File: config.mk
export PLATFORM = sky130hd
export DESIGN_NAME = shift_sub_divider
export DESIGN_NICKNAME = d
export VERILOG_FILES = /design/src/rtl/shift_sub_divider_pkg.sv /design/src/rtl/shift_sub_divider_step.sv /design/src/rtl/shift_sub_divider.sv
export SDC_FILE = /design/constraint.sdc
export NUM_CORES = 1
export LEC_CHECK = 0
export BUFFER_PORTS_ARGS = -buffer_cell sky130_fd_sc_hd__buf_2
export CAP_MARGIN = 0
export CORE_MARGIN = 10
export CORE_UTILIZATION = 35
export CTS_CLUSTER_SIZE = 24
export DETAILED_ROUTE_END_ITERATION = 6
export SLEW_MARGIN = 5
export SYNTH_ARGS = -nofsm -noshare
export SYNTH_HDL_FRONTEND = slang
export SYNTH_SLANG_ARGS = --single-unit
File: constraint.sdc
create_clock -name clk -period 3.7 [get_ports clk]
set_input_delay 0.37 -clock clk [delete_from_list [all_inputs] [get_ports clk]]
set_output_delay 0.37 -clock clk [all_outputs]
set_load 0.02 [all_outputs]
File: src/rtl/shift_sub_divider_pkg.sv
// Shared arithmetic definitions for the shift-and-add multiplier and the
// shift-and-subtract divider.
package shift_sub_divider_pkg;

  localparam int ARITH_WIDTH = 32;

  typedef enum logic [1:0] {
    IDLE = 2'd0,
    RUN  = 2'd1,
    DONE = 2'd2
  } div_state_e;

endpackage

File: src/rtl/shift_sub_divider_step.sv
// One restoring-division step: shift in the next dividend bit, trial-subtract
// the divisor, and keep the difference only when it does not go negative.
module div_step #(
  parameter int WIDTH = 32
) (
  input  logic [WIDTH-1:0] r_in,
  input  logic             q_msb,
  input  logic [WIDTH-1:0] divisor,
  output logic [WIDTH-1:0] r_out,
  output logic             q_bit
);

  logic [WIDTH:0] t;
  logic [WIDTH:0] diff;

  // t is one bit wider than the remainder so the compare cannot overflow
  always_comb begin
    t     = {r_in, q_msb};
    diff  = t - {1'b0, divisor};
    q_bit = (t >= {1'b0, divisor});
    r_out = q_bit ? diff[WIDTH-1:0] : t[WIDTH-1:0];
  end

endmodule

File: src/rtl/shift_sub_divider.sv
// Sequential unsigned restoring divider, one quotient bit per clock, with a
// start/busy/done handshake for the issuing control FSM.
//
// state | meaning
// IDLE  | waiting for start; results from the last op held
// RUN   | iterating, cnt counts down the remaining quotient bits
// DONE  | results valid for one cycle; start accepted back-to-back
module shift_sub_divider
  import shift_sub_divider_pkg::*;
#(
  parameter int WIDTH = ARITH_WIDTH
) (
  input  logic             clk,
  input  logic             rst,
  input  logic             start,
  input  logic [WIDTH-1:0] dividend,
  input  logic [WIDTH-1:0] divisor,
  output logic             busy,
  output logic             done,
  output logic             div_by_zero,
  output logic [WIDTH-1:0] quotient,
  output logic [WIDTH-1:0] remainder
);

  localparam int CW = (WIDTH > 2) ? $clog2(WIDTH) : 1;
  localparam logic [CW-1:0] CNT_LOAD = CW'(WIDTH - 1);

  div_state_e       state, next_state;
  logic [WIDTH-1:0] q_reg, r_reg, dvsr_reg;
  logic [CW-1:0]    cnt;
  logic [WIDTH-1:0] r_next;
  logic             q_bit;
  logic             accept;

  div_step #(.WIDTH(WIDTH)) u_step (
    .r_in    (r_reg),
    .q_msb   (q_reg[WIDTH-1]),
    .divisor (dvsr_reg),
    .r_out   (r_next),
    .q_bit   (q_bit)
  );

  assign accept = start && ((state == IDLE) || (state == DONE));
  assign busy   = (state == RUN);
  assign done   = (state == DONE);

  always_ff @(posedge clk) begin
    if (rst) state <= IDLE;
    else     state <= next_state;
  end

  always_comb begin
    next_state = state;
    case (state)
      IDLE, DONE: begin
        if (start)              next_state = (divisor == '0) ? DONE : RUN;
        else if (state == DONE) next_state = IDLE;
      end
      RUN:     if (cnt == '0) next_state = DONE;
      default: next_state = IDLE;
    endcase
  end

  always_ff @(posedge clk) begin
    if (rst) begin
      q_reg       <= '0;
      r_reg       <= '0;
      dvsr_reg    <= '0;
      cnt         <= '0;
      quotient    <= '0;
      remainder   <= '0;
      div_by_zero <= 1'b0;
    end else if (accept) begin
      if (divisor == '0) begin
        quotient    <= '1;
        remainder   <= dividend;
        div_by_zero <= 1'b1;
      end else begin
        q_reg       <= dividend;
        r_reg       <= '0;
        dvsr_reg    <= divisor;
        cnt         <= CNT_LOAD;
        div_by_zero <= 1'b0;
      end
    end else if (state == RUN) begin
      q_reg <= {q_reg[WIDTH-2:0], q_bit};
      r_reg <= r_next;
      // the last step writes the results straight from the step outputs
      if (cnt == '0) begin
        quotient  <= {q_reg[WIDTH-2:0], q_bit};
        remainder <= r_next;
      end else begin
        cnt <= cnt - 1'b1;
      end
    end
  end

endmodule
### Word level (Yosys, flattened, before mapping)

Index checks and enable logic that the tools add are counted.

* bits in registers: 168
* input port bits: 67

* $add $sub $neg: 2
* order comparisons: 1
* equality and inequality tests: 7
* mux-type cells: 25
* bitwise operators: 1
* reductions and logical operators: 13

Operators by type and width (number)
* two-way mux 32 bit: 15
* >= comparator 33 x 32 -> 1 bit: 1
* logical NOT 32 bit: 1
* subtractor 32 bit: 1
* two-way mux 5 bit: 4
* two-way mux 2 bit: 4
* AND reduction 2 bit: 3
* AND reduction 3 bit: 2
* logical NOT 5 bit: 1
* subtractor 5 x 1 -> 5 bit (second input constant): 1
* inequality test 2 x 1 -> 1 bit (second input constant): 2
* inequality test 2 bit (second input constant): 2
* one-hot mux 2 bit (2 select lines): 1
* nonzero test 2 bit: 2
* inequality test 3 bit (second input constant): 1
* equality test 2 x 1 -> 1 bit (second input constant): 1
* equality test 2 bit (second input constant): 1
* logical NOT 2 bit: 1
* OR reduction 2 bit: 1
* logical AND 1 bit: 1
* logical OR 1 bit: 1
* two-way mux 1 bit: 1
* NOT 1 bit: 1

### Depth between registers and ports, before layout

* depth in word-level cells: 5
* depth in mapped cells: 13

### Modules after synthesis

A second synthesis with hierarchy kept.

* cells, all modules: 1137
* area, all modules: 10117.2 µm²

Modules (own cells, without submodules)
* shift_sub_divider: times used 1, cells each 814, area an instance 7786.2 µm², sequential area each 3363.2 µm²
* div_step: times used 1, cells each 323, area an instance 2331.0 µm², sequential area each 0.0 µm²

### Least setup slack after synthesis

Ideal clock, no wire load.

* path type: register to register
* start: register q_reg[31]
* end: register remainder[28]
* library setup time: 0.086 ns
* arrival: 2.524 ns
* slack: 1.090 ns
* stages on the path, launching flop included: 13
* path buffers: 0
* clock period less this slack: 2.610 ns
* cells stage by stage: dfxtp_1 -> inv_1 -> ha_1 -> inv_1 -> fa_1 -> a21o_1 -> a311oi_1 -> o21ba_2 -> nand2_1 -> a221oi_1 -> xnor2_1 -> a21oi_1 -> a211oi_1

* longest elaborated chain between the ends: 5

Ends and longest elaborated chain
* start, declared: RTL line shift_sub_divider.sv:29 `logic [WIDTH-1:0] q_reg, r_reg, dvsr_reg;`
* start signal, assigned: RTL line shift_sub_divider.sv:79 `q_reg <= dividend;`
* start signal, assigned: RTL line shift_sub_divider.sv:86 `q_reg <= {q_reg[WIDTH-2:0], q_bit};`
* subtractor 32 bit / >= comparator 33 x 32 -> 1 bit (equally long branches): RTL line shift_sub_divider_step.sv:19, shift_sub_divider_step.sv:20
* two-way mux 32 bit (*): RTL line shift_sub_divider_step.sv:21 `r_out = q_bit ? diff[WIDTH-1:0] : t[WIDTH-1:0];`
* two-way mux 32 bit (*): RTL line shift_sub_divider.sv:89 `if (cnt == '0) begin`
* two-way mux 32 bit (*): RTL line shift_sub_divider.sv:85 `end else if (state == RUN) begin`
* two-way mux 32 bit (*): RTL line shift_sub_divider.sv:73 `end else if (accept) begin`
* end signal, assigned: RTL line shift_sub_divider.sv:76 `remainder <= dividend;`
* end signal, assigned: RTL line shift_sub_divider.sv:91 `remainder <= r_next;`
* end, declared: RTL line shift_sub_divider.sv:22 `output logic [WIDTH-1:0] remainder`

Every way passes the cells marked *; elsewhere a longest branch is shown, timed or not. The select of a mux whose other input is x is not followed.
A chain may end at the register's enable or synchronous reset.

### Final worst setup path

* start: register dvsr_reg[1]
* end: register remainder[19]

* longest elaborated chain between the ends: 5

Ends and longest elaborated chain
* start, declared: RTL line shift_sub_divider.sv:29
* start signal, assigned: RTL line shift_sub_divider.sv:81 `dvsr_reg <= divisor;`
* subtractor 32 bit / >= comparator 33 x 32 -> 1 bit (equally long branches): RTL line shift_sub_divider_step.sv:19, shift_sub_divider_step.sv:20
* two-way mux 32 bit (*): RTL line shift_sub_divider_step.sv:21
* two-way mux 32 bit (*): RTL line shift_sub_divider.sv:89
* two-way mux 32 bit (*): RTL line shift_sub_divider.sv:85
* two-way mux 32 bit (*): RTL line shift_sub_divider.sv:73

Marked as above.

==> impl_metrics.csv <==
group,metric,value,unit
pwr,leakagePower,4.36,nW
critical_path,startpoint_type,"flip-flop",
cts,max-clock-path-buffers,2,
layout,layout.cells.non_filler,1585,
cts,cts-buffers-inserted,17,
cts,cts_tree,"done",
layout,final_common_cell,"dfxtp_1",
routing,drc,0,
die,core_region_area,0.0259,mm^2
sta,setup_tns,0,ns
synthesis,ys_seq_area_frac,0.366,
run_status,status,"finished, final reports clean",
die,die_area,0.0331,mm^2
routing,drtIter0Drc,790,
critical_path,crit_family,"compound AO/OA/AOI/OAI gates",
critical_path,cp_cell_sequence,"inv_1 > ha_1 > nor2b_1 > o2111ai_1 > a21oi_1 > o31a_1 > a21boi_0 > mux2i_1 > a31oi_1 > a2111oi_0",
critical_path,slowest_delay,0.45,ns
routing,drt-total-wl,29500,um
synthesis,synth_edf_count,0,
sta,period_needed,3.23,ns
synthesis,syn_inst,1161,
synthesis,netlist_area,0.00918,mm^2
die,io-pin-count,134,
layout,drive_above_1_share,0.169,
sta,min_period_over_period,0.873,
global_route,grt_pass1_wl,47400,um
routing,dr_wl_met3,2180,um
sta,fin_hold_ws,0.184,ns
global_route,grt_pass1_vias,8492,
die,rows,59,
synthesis,synth_cell_types,73,
sta,slew_headroom,0.380,
placement,io_buffers,133,
hold_path,hold_path_class,"in -> reg",
synthesis,postSynthRegisterBits,168,
global_route,antenna_found_initial,0,
layout,most-common-layout-cells,"dfxtp_1 (168), nor2_1 (149), buf_2 (132)",
cts,cts_max_level,4,
cts,clk-insertion-delay-late,0.43,ns
cts,post_cts_buffers,0,
sta,tightest_slew,0.930,ns
layout,area_growth,16.0,%
routing,routed.top_layer,"met4",
die,die_h,182,um
die,initial_core_util,0.354,
routing,postRouteAntennaNets,0,
critical_path,crit_arrival,3.53,ns
placement,place.gp.congestion,0.907,
sta,setup_violations,0,
placement,dp.cells,1553,
cts,clockRootBuffer,"clkbuf_16",
global_route,grt_util_all_layers,0.174,
cts,post_cts_resized,0,
cts,cts_num_sinks,168,
pwr,peakVddDrop,0.500,mV
routing,viasPerCell,5.58,
synthesis,syn_nets,1263,
routing,wl_met1,15200,um
run,drv_cap,0,
critical_path,path_class,"reg -> reg",
placement,place.detailed.hpwl,21700,um
sta,clock_skew,0.0126,ns
pwr,power.density,1010,mW/mm^2
synthesis,synth_flop_cell,"dfxtp_1",
synthesis,yosys_warnings,0,
critical_path,critPathSlowestCell,"a21boi_0",
routing,wl_per_cell,18.6,um
sta,clock.fmax,310,MHz
sta,slew_viol_final,0,
routing,route.met2.wl,11700,um
layout,final_nets,1339,
routing,drt_first_pass_iters,5,
sta,finalHoldViolations,0,
routing,via_count,8851,
cts,holdBufCountCts,0,
critical_path,crit_required,4.00,ns
global_route,overflow,0,
critical_path,critPathBufInv,1,
global_route,grt_max_degree,89,
die,fp.dieW,182,um
synthesis,async_reset_ff_frac,0,
layout,diodes,0,
critical_path,path_max_fanout,4,
cts,clk_pin_slew,0.07,ns
synthesis,avgSynthCellArea,7.91,um^2
critical_path,endpoint_kind,"flip-flop",
sta,rsz0062_at_grt,"false",
-- Yosys cell counts, types with 4 or more instances --
master / instances / area (um^2)
a21o_1: 8 / 60.1
nand2_1: 126 / 473
buf_1: 7 / 26.3
o21ai_0: 37 / 185
buf_4: 7 / 52.6
o21ai_1: 13 / 65.1
nand3_1: 11 / 55.1
o31ai_1: 9 / 67.6
and2_1: 8 / 50.1
a211o_1: 4 / 35.0
inv_1: 42 / 158
a211oi_1: 8 / 60.1
nor3_1: 79 / 395
o22ai_1: 4 / 25.0
a21boi_0: 6 / 45.0
a31oi_1: 8 / 50.1
nand4_1: 11 / 68.8
nor2_1: 150 / 563
o211ai_1: 32 / 240
xor2_1: 6 / 52.6
ha_1: 34 / 425
nand3b_1: 10 / 75.1
clkbuf_1: 54 / 203
nor4_1: 13 / 81.3
a21oi_1: 77 / 385
nand2b_1: 7 / 43.8
nor2b_1: 5 / 31.3
and3_1: 18 / 113
buf_2: 20 / 100
mux2i_1: 39 / 390
a311oi_1: 54 / 473
clkbuf_2: 4 / 20.0
and4_1: 7 / 61.3
dfxtp_1: 168 / 3360
xnor2_1: 15 / 131
o21a_1: 5 / 37.5
or3_1: 4 / 25.0
-- cell type report --
class,count,area (um^2)
timing repair buffer,150,846
sequential,168,3360
tap,335,419
clock inverter,14,149
inverter,42,158
clock buffer,18,439
multi-input combinational,858,5270
fill,2617,15300
-- logic make-up (layout without fill, tap and decap cells) --
group           Yosys count  in the layout  synth area share
flops                   168            168             0.366
xor+xnor                 21             21            0.0200
mux                      39             39            0.0425
simple gates            461            461             0.234
fa+ha+maj                35             35            0.0485
compound gates          302            302             0.227
buf+inv                 135            224            0.0622
-- stage by stage --
| step | util | total power [mW] | instance area, um^2 | setup slack (ns) |
|---|---|---|---|---|
| 6_report | 0.411 | 10.8 | 10600 | 0.471 |
| 5_1_grt | 0.411 | 11.6 | 10600 | 0.108 |
| 4_1_cts | 0.411 | 10.7 | 10600 | 0.318 |
| 3_5_place_dp | 0.388 | 8.86 | 10100 | 0.370 |
| 3_3_place_gp | 0.388 | 8.85 | 10100 | 0.288 |
| 2_1_floorplan | - | 7.15 | 9180 | 1.09 |
-- where the power goes --
group	total [mW]	internal, mW	switching [mW]
clock	1.79	0.922	0.868
combinational	6.62	2.41	4.21
sequential	2.36	2.08	0.279
total	10.8	5.41	5.36
-- routing by layer --
layer	global-route usage	vias to the layer above
li1	-	4377
met1	0.266	4155
met2	0.238	292
met3	0.0356	27
met4	0.0410	0
met5	0	-
-- worst reg2reg max path, cell delays in order (launching register included) --
cell       delay (ns)
dfxtp_1          0.33
inv_1            0.10
ha_1             0.32
nor2b_1          0.15
o2111ai_1        0.38
a21oi_1          0.17
o31a_1           0.29
a21boi_0         0.45
mux2i_1          0.34
a31oi_1          0.19
a2111oi_0        0.39
-- final timing paths --
check / start / endpoint / slack (ns) / depth (start not counted)
max: dvsr_reg[1]$_SDFFE_PP0P_ / remainder[19]$_SDFFE_PP0P_ / 0.47 / 10
min: divisor[7] / dvsr_reg[7]$_SDFFE_PP0P_ / 0.18 / 3
max reg2reg: dvsr_reg[1]$_SDFFE_PP0P_ / remainder[19]$_SDFFE_PP0P_ / 0.47 / 10
min reg2reg: q_reg[0]$_SDFFE_PP0P_ / q_reg[0]$_SDFFE_PP0P_ / 0.48 / 2
Note: power is estimated with default switching activity, not from simulation.
